### src/rtl/dmem_if.sv
// dmem_if: requester-side bus between a data-memory master (LSU or
// debug/DMA loader) and dmem_arbiter.
//   req    : request, held stable until gnt
//   we     : 1 = store, 0 = load
//   addr   : byte address (bits [1:0] ignored by the arbiter)
//   wdata  : store data, byte lanes aligned to the word
//   be     : store byte enables (ignored for loads)
//   gnt    : request accepted this cycle (combinational)
//   rvalid : one-cycle pulse, load data valid
//   rdata  : load data, held until the next load completes
interface dmem_if #(
  parameter int AW = 32,
  parameter int DW = 32
);
  logic          req;
  logic          we;
  logic [AW-1:0] addr;
  logic [DW-1:0] wdata;
  logic [3:0]    be;
  logic          gnt;
  logic          rvalid;
  logic [DW-1:0] rdata;

  modport master (
    output req, we, addr, wdata, be,
    input  gnt, rvalid, rdata
  );

  modport slave (
    input  req, we, addr, wdata, be,
    output gnt, rvalid, rdata
  );
endinterface

### src/rtl/dmem_arbiter.sv
// dmem_arbiter: shares one single-port, word-only data memory between two
// requesters (m0 = core LSU, m1 = debug/DMA loader).
//   clk, rst      : clock, asynchronous active-high reset
//   m0, m1        : dmem_if slave ports (req/gnt handshake, registered rdata)
//   mem_A         : word-aligned memory address
//   mem_WriteData : memory write data
//   mem_WE        : memory write enable
//   mem_ReadData  : combinational memory read data
// Round-robin arbitration; loads return one cycle after grant. Partial
// stores are turned into a read (grant cycle) followed by a merged word
// write in the RMW_WR cycle, during which no new grant is issued.
module dmem_arbiter #(
  parameter int AW = 32,
  parameter int DW = 32
) (
  input  logic          clk,
  input  logic          rst,
  dmem_if.slave         m0,
  dmem_if.slave         m1,
  output logic [AW-1:0] mem_A,
  output logic [DW-1:0] mem_WriteData,
  output logic          mem_WE,
  input  logic [DW-1:0] mem_ReadData
);

  localparam logic [AW-1:0] WORD_MASK = ~(AW'(3));

  typedef enum logic {
    IDLE   = 1'b0,
    RMW_WR = 1'b1
  } state_t;

  // Per byte lane: take the store lane where enabled, else keep the
  // current memory lane.
  function automatic logic [DW-1:0] byte_merge(
    input logic [DW-1:0] wdata,
    input logic [DW-1:0] rdata,
    input logic [3:0]    be
  );
    logic [DW-1:0] m;
    m = rdata;
    for (int i = 0; i < 4; i++) begin
      if (be[i]) m[8*i +: 8] = wdata[8*i +: 8];
    end
    return m;
  endfunction

  state_t        state;
  logic          rr_ptr;
  logic [AW-1:0] rmw_addr_p1;
  logic [DW-1:0] merge_p1;
  logic          m0_vld_p1;
  logic          m1_vld_p1;
  logic [DW-1:0] m0_rdata_p1;
  logic [DW-1:0] m1_rdata_p1;

  logic          idle_p0;
  logic          gnt0_p0;
  logic          gnt1_p0;
  logic          any_gnt_p0;
  logic          sel_we_p0;
  logic [AW-1:0] sel_addr_p0;
  logic [DW-1:0] sel_wdata_p0;
  logic [3:0]    sel_be_p0;
  logic          load_p0;
  logic          full_wr_p0;
  logic          part_wr_p0;

  // ---- p0: arbitration and request select (grant cycle) ----
  // rr_ptr = 0 favours m0 on a tie, 1 favours m1. Reset gates grants so
  // nothing is accepted while rst is held.
  assign idle_p0    = (state == IDLE) && !rst;
  assign gnt0_p0    = idle_p0 && m0.req && (!m1.req || !rr_ptr);
  assign gnt1_p0    = idle_p0 && m1.req && (!m0.req ||  rr_ptr);
  assign any_gnt_p0 = gnt0_p0 || gnt1_p0;

  assign sel_we_p0    = gnt1_p0 ? m1.we    : m0.we;
  assign sel_addr_p0  = gnt1_p0 ? m1.addr  : m0.addr;
  assign sel_wdata_p0 = gnt1_p0 ? m1.wdata : m0.wdata;
  assign sel_be_p0    = gnt1_p0 ? m1.be    : m0.be;

  // be == 0 stores are accepted but touch nothing.
  assign load_p0    = any_gnt_p0 && !sel_we_p0;
  assign full_wr_p0 = any_gnt_p0 && sel_we_p0 && (sel_be_p0 == 4'hF);
  assign part_wr_p0 = any_gnt_p0 && sel_we_p0 &&
                      (sel_be_p0 != 4'hF) && (sel_be_p0 != 4'h0);

  assign m0.gnt = gnt0_p0;
  assign m1.gnt = gnt1_p0;

  // Memory drive: the RMW write owns the port in RMW_WR; otherwise the
  // granted request does. Idle outputs are parked at zero.
  always_comb begin
    mem_A         = '0;
    mem_WriteData = '0;
    mem_WE        = 1'b0;
    if ((state == RMW_WR) && !rst) begin
      mem_A         = rmw_addr_p1;
      mem_WriteData = merge_p1;
      mem_WE        = 1'b1;
    end else if (any_gnt_p0) begin
      mem_A = sel_addr_p0 & WORD_MASK;
      if (full_wr_p0) begin
        mem_WriteData = sel_wdata_p0;
        mem_WE        = 1'b1;
      end
    end
  end

  // ---- p1: registered read response, RMW merge, FSM ----
  always_ff @(posedge clk or posedge rst) begin
    if (rst) begin
      state       <= IDLE;
      rr_ptr      <= 1'b0;
      rmw_addr_p1 <= '0;
      merge_p1    <= '0;
      m0_vld_p1   <= 1'b0;
      m1_vld_p1   <= 1'b0;
      m0_rdata_p1 <= '0;
      m1_rdata_p1 <= '0;
    end else begin
      m0_vld_p1 <= gnt0_p0 && load_p0;
      m1_vld_p1 <= gnt1_p0 && load_p0;
      if (gnt0_p0 && load_p0) m0_rdata_p1 <= mem_ReadData;
      if (gnt1_p0 && load_p0) m1_rdata_p1 <= mem_ReadData;

      // After any grant the other master gets priority on the next tie.
      if (any_gnt_p0) rr_ptr <= gnt0_p0;

      case (state)
        IDLE: begin
          if (part_wr_p0) begin
            merge_p1    <= byte_merge(sel_wdata_p0, mem_ReadData, sel_be_p0);
            rmw_addr_p1 <= sel_addr_p0 & WORD_MASK;
            state       <= RMW_WR;
          end
        end
        RMW_WR: state <= IDLE;
      endcase
    end
  end

  assign m0.rvalid = m0_vld_p1;
  assign m0.rdata  = m0_rdata_p1;
  assign m1.rvalid = m1_vld_p1;
  assign m1.rdata  = m1_rdata_p1;

endmodule

### src/flat_wrapper.sv
// flat-port wrapper written by rule: the top's interface ports become plain ports
module dmem_arbiter_flat 
#(
  parameter int AW = 32,
  parameter int DW = 32
)
  (clk, rst, mem_A, mem_WriteData, mem_WE, mem_ReadData, m0_req, m0_we, m0_addr, m0_wdata, m0_be, m0_gnt, m0_rvalid, m0_rdata, m1_req, m1_we, m1_addr, m1_wdata, m1_be, m1_gnt, m1_rvalid, m1_rdata);
  dmem_if #(.AW(AW), .DW(DW)) m0_i ();
  dmem_if #(.AW(AW), .DW(DW)) m1_i ();
  input  logic clk;
  input  logic rst;
  output logic [AW-1:0] mem_A;
  output logic [DW-1:0] mem_WriteData;
  output logic mem_WE;
  input  logic [DW-1:0] mem_ReadData;
  input wire logic [$bits(m0_i.req)-1:0] m0_req;
  input wire logic [$bits(m0_i.we)-1:0] m0_we;
  input wire logic [$bits(m0_i.addr)-1:0] m0_addr;
  input wire logic [$bits(m0_i.wdata)-1:0] m0_wdata;
  input wire logic [$bits(m0_i.be)-1:0] m0_be;
  output wire logic [$bits(m0_i.gnt)-1:0] m0_gnt;
  output wire logic [$bits(m0_i.rvalid)-1:0] m0_rvalid;
  output wire logic [$bits(m0_i.rdata)-1:0] m0_rdata;
  input wire logic [$bits(m1_i.req)-1:0] m1_req;
  input wire logic [$bits(m1_i.we)-1:0] m1_we;
  input wire logic [$bits(m1_i.addr)-1:0] m1_addr;
  input wire logic [$bits(m1_i.wdata)-1:0] m1_wdata;
  input wire logic [$bits(m1_i.be)-1:0] m1_be;
  output wire logic [$bits(m1_i.gnt)-1:0] m1_gnt;
  output wire logic [$bits(m1_i.rvalid)-1:0] m1_rvalid;
  output wire logic [$bits(m1_i.rdata)-1:0] m1_rdata;
  assign m0_i.req = m0_req;
  assign m0_i.we = m0_we;
  assign m0_i.addr = m0_addr;
  assign m0_i.wdata = m0_wdata;
  assign m0_i.be = m0_be;
  assign m0_gnt = m0_i.gnt;
  assign m0_rvalid = m0_i.rvalid;
  assign m0_rdata = m0_i.rdata;
  assign m1_i.req = m1_req;
  assign m1_i.we = m1_we;
  assign m1_i.addr = m1_addr;
  assign m1_i.wdata = m1_wdata;
  assign m1_i.be = m1_be;
  assign m1_gnt = m1_i.gnt;
  assign m1_rvalid = m1_i.rvalid;
  assign m1_rdata = m1_i.rdata;
  dmem_arbiter #(.AW(AW), .DW(DW)) u_core (.clk(clk), .rst(rst), .m0(m0_i), .m1(m1_i), .mem_A(mem_A), .mem_WriteData(mem_WriteData), .mem_WE(mem_WE), .mem_ReadData(mem_ReadData));
endmodule
### config.mk
export PLATFORM = sky130hd
export DESIGN_NAME = dmem_arbiter_flat
export DESIGN_NICKNAME = d
export VERILOG_FILES = /design/src/rtl/dmem_if.sv /design/src/rtl/dmem_arbiter.sv /design/src/flat_wrapper.sv
export SDC_FILE = /design/constraint.sdc
export NUM_CORES = 1
export LEC_CHECK = 0
export ABC_CLOCK_PERIOD_IN_PS = 6300
export BUFFER_PORTS_ARGS = -buffer_cell sky130_fd_sc_hd__buf_2
export CAP_MARGIN = 40
export CORE_ASPECT_RATIO = 1.5
export CORE_MARGIN = 3
export CORE_UTILIZATION = 44
export DETAILED_ROUTE_END_ITERATION = 10
export PLACE_DENSITY = 0.81
export RECOVER_POWER = 25
export SYNTH_ARGS = -nofsm -noshare
export SYNTH_HDL_FRONTEND = slang
export SYNTH_SLANG_ARGS = --single-unit
### constraint.sdc
create_clock -name clk -period 6.3 [get_ports clk]
set_input_delay 0.315 -clock clk [delete_from_list [all_inputs] [get_ports clk]]
set_output_delay 0.315 -clock clk [all_outputs]
set_load 0.02 [all_outputs]
Word level (Yosys, flattened, before mapping)
Cells that the tools add are included.
- RAM bits: 0
- memories kept: 0
- output and inout port bits: 133
- bits in read-only memories: 0
- word-level logic and storage cells: 52
- latch bits: 0
- bits in registers: 130
- reduce and logical (&&, ||, !) cells: 23
- mux-type cells: 18
- equal/unequal tests: 2
- add/sub/neg operators: 0
- bitwise logic cells: 1
- shift operators: 0
- divide/modulo/power cells: 0
- $mul: 0
- $lt $le $gt $ge: 0
- operators by type and width (cell ; number):
    $mux W32 ; 7
    $mux W8 ; 4
    $logic_and A1 B1 Y1 ; 13
    $logic_not A1 Y1 ; 5
    $mux W1 ; 5
    $eq A4 B4 Y1 const B ; 1
    $mux W4 ; 1
    $ne A4 B4 Y1 const B ; 1
    $reduce_bool A4 Y1 ; 1
    $logic_or A1 B1 Y1 ; 3
    $pmux W1 S2 ; 1
    $reduce_and A2 Y1 ; 1
    $not A1 Y1 ; 1

Depth between registers and ports, before layout
- word-level depth: 10
- mapped depth: 8

Least setup slack after synthesis
Ideal clock, no wire load.
- kind: register to output
- from: register u_core.state
- to: output port mem_WriteData[10]
- data arrival time: 2018 ps
- path slack: 3967 ps
- cell stages (with the launch flop): 7
- cell sequence: dfrtp_1 > or3b_1 > buf_2 > nor4b_2 > o21bai_1 > clkbuf_1 > o21ai_0
- word-level cells in the longest chain between the ends: 10
- elaborated cells on any way between the ends: 17
- those cells by class: 1 x eq/ne; 6 x mux; 1 x bitwise; 9 x reduce/logical
- RTL lines (what ; line ; source):
    from (decl) ; dmem_arbiter.sv:48 ; state_t state;
    from (signal assigned) ; dmem_arbiter.sv:113 ; state <= IDLE;
    from (signal assigned) ; dmem_arbiter.sv:135 ; state <= RMW_WR;
    from (signal assigned) ; dmem_arbiter.sv:138 ; RMW_WR: state <= IDLE;
    $not A1 Y1 ; dmem_arbiter.sv:72 ; assign idle_p0 = (state == IDLE) && !rst;
    $logic_and A1 B1 Y1 ; dmem_arbiter.sv:72 ;
    $logic_and A1 B1 Y1, on equally long branches (2 in a row) ; dmem_arbiter.sv:74, dmem_arbiter.sv:73 ;
    $mux W4 (tied with other cells) ; dmem_arbiter.sv:80 ; assign sel_be_p0 = gnt1_p0 ? m1.be : m0.be;
    $eq A4 B4 Y1 or $logic_and A1 B1 Y1 (tied branches) ; dmem_arbiter.sv:84 ; assign full_wr_p0 = any_gnt_p0 && sel_we_p0 && (sel_be_p0 == 4'hF);
    $logic_and A1 B1 Y1 ; dmem_arbiter.sv:84 ;
    $mux W32 ; dmem_arbiter.sv:103 ; if (full_wr_p0) begin
    $mux W32 ; dmem_arbiter.sv:101 ; end else if (any_gnt_p0) begin
    $mux W32 * ; dmem_arbiter.sv:97 ; if ((state == RMW_WR) && !rst) begin
    to (decl) ; flat_wrapper.sv:13 ; output logic [DW-1:0] mem_WriteData;
Mark *: on every way between the ends. The rest lies on a longest branch, timed or not.

Worst setup path in the final report
- from: register u_core.state
- to: output port mem_A[25]
- word-level cells in the longest chain between the ends: 7
- elaborated cells on any way between the ends: 11
- those cells by class: 3 x mux; 1 x bitwise; 7 x reduce/logical
- RTL lines (what ; line ; source):
    $not A1 Y1 ; dmem_arbiter.sv:72 ;
    $logic_and A1 B1 Y1 ; dmem_arbiter.sv:72 ;
    $logic_and A1 B1 Y1, on equally long branches (2 in a row) ; dmem_arbiter.sv:74, dmem_arbiter.sv:73 ;
    $mux W32 or $logic_or A1 B1 Y1 (tied branches) ; dmem_arbiter.sv:78, dmem_arbiter.sv:75 ;
    $mux W32 ; dmem_arbiter.sv:101 ;
    $mux W32 * ; dmem_arbiter.sv:97 ;
    to (decl) ; flat_wrapper.sv:12 ; output logic [AW-1:0] mem_A;
Marked as above.

==> run_results.csv <==
group,metric,value,unit
place,gp_congestion,0.810,
timing,max_freq,268,MHz
finish,multi_input_area,3770,um^2
power,cellPowerDensity,333,nW/um^2
timing,setup_viol,0,
route,routed_via_density,5.66,
critical_path,critical_path.max_fanout,61,
route,met3WireLength,1560,um
run,cap_viol_max_count,2,
place,dpl_cell_area,9250,um^2
global_route,grt_pass1_wl,38400,um
synth,synth_cell_types,40,
critical_path,required,5.98,ns
critical_path,crit_family,"buffers and inverters",
place,hpwl,17000,um
floorplan,initial_utilization,45.3,%
global_route,grt_max_degree,65,
synth,synth_area_leaders,"dfrtp_1, mux2_2, mux2_4",
clock_tree,h-tree-depth,4,
clock_tree,cts_root_buf,"clkbuf_16",
critical_path,arrival,3.42,ns
route,firstDrtPassIters,5,
finish,seqCellArea,3250,um^2
synth,ys_seq_area_share,42.5,%
route,avgRoutedWirePerCell,19.7,um
floorplan,die_area,19000,um^2
global_route,grt_pass1_vias,7376,
status,violations,"capacitance limit, slew limit",
floorplan,die_h,168,um
clock_tree,max-clock-path-buffers,2,
place,port_buffers,300,
floorplan,ios,307,
synth,synth.cell_area,7650,um^2
synth,avgSynthCellArea,10.3,um^2
floorplan,chipWidth,114,um
synth,synth_edf_count,0,
clock_tree,postCtsHoldBufs,0,
route,drcViolationCount,0,
finish,syn_to_final_growth,28.2,%
route,drt_first_iter_violations,584,
critical_path,cp-end-kind,"primary output",
critical_path,critical_path_class,"reg2out",
timing,drv_slew,85,
critical_path,r2r_slack,2.84,ns
route,route.top_layer_used,"met4",
route,wl_met1,9270,um
route,routed-wl-met2,13000,um
synth,ys_async_sr_fraction,100,%
clock_tree,cts_tree,"yes",
global_route,grt_overflow,0,
synth,netlist_instances,745,
timing,hold_viol_final,0,
finish,final_area,9810,um^2
finish,fin_nets,1182,
critical_path,critPathMaxStageDelay,0.60,ns
route,routed_wl,24300,um
finish,utilization,58.0,%
power,p_leak,4.84,nW
power,peakVddDrop,0.216,mV
critical_path,cpMaxStageDelayCell,"nand2_4",
clock_tree,ctsResizeCount,0,
route,ant_nets,0,
status,status,"finished with violations",
critical_path,path_buf_inv,3,
synth,synth.most_common_cell,"dfrtp_1",
clock_tree,cts_sinks,130,
synth,netlist.top_cell.by_area,"dfrtp_1",
synth,synth_top_area_share,42.5,%
route,num_vias,6979,
clock_tree,numCtsBuffers,17,
timing,worst_pin_slew,2.30,ns
timing,fin_setup_tns,0,ns
floorplan,core,16900,um^2
timing,skew,0.0137,ns
timing,rsz0062_at_grt,"false",
timing,period_share,59.3,%
critical_path,startpoint_type,"flop",
critical_path,cp_cell_sequence,"nor3b_4 -> buf_4 -> nand2_4 -> inv_2 -> mux2_2 -> a32o_1 -> buf_2",
worst_hold_path,worst_hold_path_type,"in2reg",
finish,num-fill-cells,1516,
synth,synth_top_flop_cell,"dfrtp_1",
synth,yosysWarnings,0,
timing,fin_crit,3.74,ns
global_route,grt_usage,25.2,%
clock_tree,path_clk_slew,0.06,ns
finish,drive_above_1_share,44.7,%
clock_tree,worstSkewPairLatency,0.41,ns
global_route,antenna_found_initial,1,
synth,synth_seq_cells,130,
synth,synthTopCellsByCount,"dfrtp_1, inv_1, mux2_2",
floorplan,core.rowCount,58,
timing,maxSlewHeadroom,-54.2,%
clock_tree,post_cts_buffers,0,
==> final timing paths <==
kind | startpoint | end | cells past startpoint
setup reg to reg | u_core.rr_ptr | u_core.merge_p1[30] | 7
min in group asynchronous | rst | u_core.rr_ptr | 2
setup / recovery | u_core.state | mem_A[25] | 7
max in group asynchronous | rst | u_core.merge_p1[11] | 3
hold reg to reg | u_core.rmw_addr_p1[29] | u_core.rmw_addr_p1[29] | 1
hold / removal | m1_req | u_core.rr_ptr | 2
==> where the power goes <==
part | internal, mW | switching, mW
clock network | 0.571 | 0.406
logic | 0.464 | 0.585
registers | 1.10 | 0.140
total | 2.13 | 1.13
==> logic make-up (layout without fill, tap and decap cells) <==
logic type             count (synthesis)  in the layout  share of synthesized area (%)
and+or+nand+nor                      135            135                           9.34
DFF                                  130            130                           42.5
buffers and inverters                154            429                           8.76
AOI/OAI and AO/OA                    169            169                           15.4
other                                  1              3                         0.0490
muxes                                156            156                           24.0
==> layer usage <==
layer,global-route usage (%),up-vias
li1,-,3225
met1,29.0,3414
met2,46.2,310
met3,4.66,30
met4,8.47,0
met5,0,-
==> registers in the layout, indices dropped and copies added (netlist names) <==
| name | count |
|---|---|
| u_core.m0.rdata | 32 |
| u_core.m1.rdata | 32 |
| u_core.merge_p1 | 32 |
| u_core.rmw_addr_p1 | 30 |
| u_core.m0.rvalid | 1 |
| u_core.m1.rvalid | 1 |
| u_core.rr_ptr | 1 |
| u_core.state | 1 |
==> cell usage in the layout, fill, tap and decap left out, types with 2 or more instances in the layout <==
cell	netlist	layout
mux2i_1	34	34
a21oi_1	34	34
nor2b_4	0	2
clkinv_4	0	4
conb_1	1	2
inv_1	82	81
clkbuf_1	36	16
clkbuf_8	0	2
buf_2	17	285
nand4_1	34	34
a21boi_1	4	4
inv_6	0	4
nor3_1	31	31
clkbuf_16	0	17
nor2_1	3	2
mux2_1	10	10
mux2_4	32	32
buf_4	3	10
o211ai_1	32	32
o311a_1	32	32
a32o_1	13	13
and3_1	4	4
o21ai_0	49	49
clkinvlp_4	0	3
dfrtp_1	130	130
mux2_2	80	80
nand2_1	50	50
==> final cells by class <==
class / instances / share of cell area, %
well taps: 210 / 2.68
diodes: 1 / 0.0255
clock buffers: 19 / 4.62
flip-flops and latches: 130 / 33.2
multi-input cells: 462 / 38.5
clock inverters: 13 / 1.30
repair buffers: 314 / 16.6
inverters: 83 / 3.19
==> through the flow <==
stage / setup slack (ns) / hold WS, ns / std cells / total power [mW]
floorplan: 2.52 / 0.412 / 746 / 1.95
global placement: 2.39 / 0.433 / 1195 / 2.26
detailed placement: 2.89 / 0.449 / 1199 / 2.31
CTS: 2.60 / 0.0149 / 1231 / 3.29
global route: 2.15 / 0.147 / 1232 / 3.43
finish: 2.56 / 0.145 / 1232 / 3.27
(Power assumes the default switching activity.)
